File: src/rtl/clk_period_meter.sv
// Measures the period (and optionally the high time) of an asynchronous clock in clk_in cycles.
// Optional high-time measurement is enabled by defining DUTY_MEAS_EN.
`timescale 1ns/1ps
module clk_period_meter #(
    parameter int CNT_W       = 16,
    parameter int TIMEOUT_CYC = 1000
) (
    input  logic             clk_in,
    input  logic             rst_in,
    input  logic             meas_clk_in,
    input  logic             enable_in,
    output logic [CNT_W-1:0] period_out,
    output logic             period_valid_out,
    output logic             timeout_out,
    output logic [CNT_W-1:0] high_out
);

    typedef enum logic [1:0] {IDLE, ARM, MEASURE} state_t;

    localparam logic [CNT_W-1:0] TIMEOUT_V = CNT_W'(TIMEOUT_CYC);

    state_t           state_q;
    logic             s1_q, s2_q, s3_q;
    logic [CNT_W-1:0] cnt_q;
    logic [CNT_W-1:0] cnt_d;
    logic [CNT_W-1:0] period_q;
    logic             valid_q;
    logic             timeout_q;
    logic             rise;

    // NOTE: every flop, including the synchronizer, uses non-blocking assignments so that
    // s1/s2/s3 shift by exactly one stage per edge regardless of statement order.
    always_ff @(posedge clk_in) begin
        if (rst_in) begin
            s1_q <= 1'b0;
            s2_q <= 1'b0;
            s3_q <= 1'b0;
        end else begin
            s1_q <= meas_clk_in;
            s2_q <= s1_q;
            s3_q <= s2_q;
        end
    end

    assign rise  = s2_q & ~s3_q;
    assign cnt_d = cnt_q + CNT_W'(1);

    // Rise is tested before the timeout so a period of exactly TIMEOUT_CYC is still reported.
    always_ff @(posedge clk_in) begin
        if (rst_in) begin
            state_q   <= IDLE;
            cnt_q     <= '0;
            period_q  <= '0;
            valid_q   <= 1'b0;
            timeout_q <= 1'b0;
        end else begin
            valid_q   <= 1'b0;
            timeout_q <= 1'b0;
            if (!enable_in) begin
                state_q <= IDLE;
                cnt_q   <= '0;
            end else begin
                case (state_q)
                    IDLE: begin
                        cnt_q   <= '0;
                        state_q <= ARM;
                    end
                    ARM: begin
                        cnt_q <= '0;
                        if (rise) state_q <= MEASURE;
                    end
                    MEASURE: begin
                        if (rise) begin
                            period_q <= cnt_d;
                            valid_q  <= 1'b1;
                            cnt_q    <= '0;
                        end else if (cnt_d == TIMEOUT_V) begin
                            timeout_q <= 1'b1;
                            cnt_q     <= '0;
                            state_q   <= ARM;
                        end else begin
                            cnt_q <= cnt_d;
                        end
                    end
                    default: begin
                        cnt_q   <= '0;
                        state_q <= IDLE;
                    end
                endcase
            end
        end
    end

`ifdef DUTY_MEAS_EN
    logic [CNT_W-1:0] hcnt_q;
    logic [CNT_W-1:0] high_q;

    // The rise cycle itself has s2 high, so it is counted into the latched value.
    always_ff @(posedge clk_in) begin
        if (rst_in) begin
            hcnt_q <= '0;
            high_q <= '0;
        end else if (enable_in && state_q == MEASURE) begin
            if (rise) begin
                high_q <= hcnt_q + CNT_W'(1);
                hcnt_q <= '0;
            end else begin
                hcnt_q <= hcnt_q + CNT_W'(s2_q);
            end
        end else begin
            hcnt_q <= '0;
        end
    end

    assign high_out = high_q;
`else
    assign high_out = '0;
`endif

    assign period_out       = period_q;
    assign period_valid_out = valid_q;
    assign timeout_out      = timeout_q;

endmodule

File: config.mk
export PLATFORM = sky130hd
export DESIGN_NAME = clk_period_meter
export DESIGN_NICKNAME = d
export VERILOG_FILES = /design/src/rtl/clk_period_meter.sv
export SDC_FILE = /design/constraint.sdc
export NUM_CORES = 1
export LEC_CHECK = 0
export BUFFER_PORTS_ARGS = -buffer_cell sky130_fd_sc_hd__buf_4
export CAP_MARGIN = 25
export CORE_MARGIN = 2
export CORE_UTILIZATION = 54
export CTS_CLUSTER_SIZE = 30
export DETAILED_ROUTE_END_ITERATION = 10
export PLACE_DENSITY_LB_ADDON = 0.12
export SKIP_CTS_REPAIR_TIMING = 1
export SLEW_MARGIN = 20
export SYNTH_ARGS = -nofsm -noshare
export SYNTH_HDL_FRONTEND = slang
export SYNTH_SLANG_ARGS = --single-unit
File: constraint.sdc
create_clock -name clk_in -period 2.79 [get_ports clk_in]
set_input_delay 0.558 -clock clk_in [delete_from_list [all_inputs] [get_ports clk_in]]
set_output_delay 0.558 -clock clk_in [all_outputs]
set_load 0.01 [all_outputs]
==> run metrics <==
outcome completed; core area 0.00339 mm^2; max incr delay on CP 580 ps; clk sink count 39; IO Pins 38; Worst Path Arrival 2730 ps; Slew HR 0.540; hpwl dp 2.67 mm; main combinational cell family by area after synthesis simple AND/OR/NAND/NOR gates; CTS Buffer Depth 2; die width 63.8 um; multiplexer share of the synthesized area 0.0207; crit-path max FO 9; fmax 398 MHz; P_int 847 uW; CP startpoint kind flop; final-report max-slew violation count 0; P_leak 0.000751 uW; largest net degree at the start of global routing 32; post-synthesis adder-cell area fraction 0.0130; CP max-delay cell nor4_4; Initial Utilization 0.570; DR pass1 iterations 4; CTS HTree Levels 2; xor and xnor area share after synthesis 0.0635; crit path kind flop to flop; synth unique cells 47; hold depth 2; FFs w/ async S/R, synth 0; skew final 8.70 ps; Area Growth Syn to Fin 10.0%; Synth Area in Compound Gates 0.138; CP startpoint cnt_q[0]$_SDFF_PP0_; CP required 3000 ps; most frequent CP cell nor4_4; critical path, cell by cell ha_1 > nand3_1 > nor4_4 > mux2i_1 > nor4_4 > a211oi_1; maxcap violations 0; #FFs+latches synth 39; slew at the pin closest to its max-slew limit 688 ps; layout cell share with drive strength beyond 1 0.170; final hold viol count 0; Worst R2R Path Depth 6; Rows 21; ANT nets after route 0; Root Driver clkbuf_4; Mapped Avg Cell Area 9.16 um^2; antenna cells 0; VDD IR-drop max 311 uV; Comb pwr share 0.025; Num CTS Buffers 5; Setup crit end kind flop; worst skew pair latency 350 ps; fin util 0.627; Post-synth top flop dfxtp_1; register area share after synthesis 0.404; DR WL/cell 13.2 um; FF-to-FF End cnt_q[9]$_SDFF_PP0_; DIE HEIGHT 63.8 um; Vias/cell 5.43; cell area power density 493 mW/mm^2; vias in the first global route 1349; Seq pwr share 0.535; initial antenna violation count 0; worst r2r src cnt_q[0]$_SDFF_PP0_; final setup fails 0; hold endpoint s1_q$_SDFF_PP0_; RSZ-0062 raised after global routing no; IO buf count 21; EDFF count, synth 0; post-synthesis simple-gate area fraction 0.255; Post-Syn Instances 211; Net Sw Frac 0.193; overall via count from detail_route 1494; Post-Route Setup TNS 0 ps; Hold Crit Class primary input to flop; nets 234; fill count 292; Iter 0 DRT Violations 65; Hold Path Origin meas_clk_in; Die ar. 0.00407 mm^2; synthesized area 0.00193 mm^2; DRC 0; TritonCTS clock tree yes; clock power share 0.440; first-pass GRT wire length 6.21 mm; clk slew on worst S/H paths 110 ps; Worst R2R Setup Slack 280 ps; P_sw 202 uW; GPL Wtd Cong 0.797; GR Util All Layers 0.196; period utilization 0.901; Routed WL 3.62 mm; Synth Warn # 0; Final min period 2510 ps; total congestion overflow 0
==> worst max-delay path: cells and delay by family (launching register included) <==
kind / cells / cell delay [ps]
DFF: 1 / 490
and+or+nand+nor: 3 / 1170
AOI/OAI and AO/OA: 1 / 170
adders and majority gates: 1 / 350
muxes: 1 / 200
==> power by group through the flow <==
stage | logic [uW] | registers, uW | clock network, uW
floorplan | 37.1 | 573 | 0
global placement | 25.7 | 573 | 0
detailed placement | 26.4 | 573 | 0
CTS | 26.4 | 561 | 470
global route | 29.9 | 562 | 493
finish | 26.7 | 561 | 461
==> flip-flops by register name, summed over array words and instances, names as in the netlist <==
name              count
cnt_q                16
period_out           16
period_valid_out      1
s1_q                  1
s2_q                  1
s3_q                  1
state_q               2
timeout_out           1
==> Yosys cell counts, types with 4 or more instances <==
cell | count | area, um^2
a211oi_1 | 22 | 165
buf_4 | 16 | 120
clkbuf_1 | 7 | 26.3
dfxtp_1 | 39 | 781
mux2i_1 | 4 | 40.0
nand2_1 | 9 | 33.8
nand3_1 | 8 | 40.0
nor2_1 | 30 | 113
nor2b_1 | 6 | 37.5
nor3_1 | 5 | 25.0
nor4_1 | 4 | 25.0
xnor2_1 | 11 | 96.3
==> layout make-up <==
| cell class | count | area (um^2) | area share |
|---|---|---|---|
| clock buffers | 6 | 41.3 | 0.0194 |
| inverters | 2 | 7.51 | 0.00353 |
| flip-flops and latches | 39 | 781 | 0.367 |
| multi-input cells | 157 | 1010 | 0.473 |
| clock inverters | 2 | 60.1 | 0.0283 |
| repair buffers | 23 | 173 | 0.0812 |
| well taps | 46 | 57.6 | 0.0271 |
==> stage by stage <==
| step | cell area [um^2] | setup WS (ps) | total power [uW] | hold WS (ps) | cells |
|---|---|---|---|---|---|
| after detailed placement | 2020 | 327 | 600 | 426 | 267 |
| after global placement | 2020 | 508 | 599 | 421 | 267 |
| after floorplan | 1990 | 662 | 610 | 414 | 226 |
| final | 2130 | 276 | 1050 | 433 | 275 |
| after global routing | 2130 | 103 | 1080 | 442 | 275 |
| after CTS | 2130 | 288 | 1060 | 428 | 275 |
==> cell families after synthesis <==
kind of cell	Yosys count
AND/OR/NAND/NOR	84
flip-flops	39
AO/OA/AOI/OAI	37
buffers and inverters	30
XOR/XNOR	14
multiplexers	4
adder cells (fa/ha/maj)	2
other	1
==> worst max-delay path by stage <==
stage	to	cells past startpoint	slack (ps)
2_1_floorplan	timeout_out$_SDFF_PP0_	7	660
3_3_place_gp	cnt_q[3]$_SDFF_PP0_	6	510
3_5_place_dp	cnt_q[9]$_SDFF_PP0_	6	330
4_1_cts	cnt_q[9]$_SDFF_PP0_	6	290
5_1_grt	cnt_q[9]$_SDFF_PP0_	6	100
6_report	cnt_q[9]$_SDFF_PP0_	6	280
==> cell usage in the layout, fill, tap and decap left out, drive strengths merged, types with 3 or more instances in the layout <==
cell and count:
nor3 5, xor2 3, nor4 6, conb 16
o21ai 3, nor2 30, nand3 8, nor2b 6
a211oi 22, mux2i 4, nand2 9, nand4 4
clkbuf 6, buf 23, a21oi 3, dfxtp 39
xnor2 11
==> layer usage <==
metal / up-vias / track usage / share of wire
li1: 752 / - / -
met1: 701 / 0.236 / 0.44
met2: 34 / 0.322 / 0.50
met3: 7 / 0.0634 / 0.044
met4: 0 / 0.0788 / 0.017
met5: - / 0 / 0
Power figures use the tool's default switching activity.
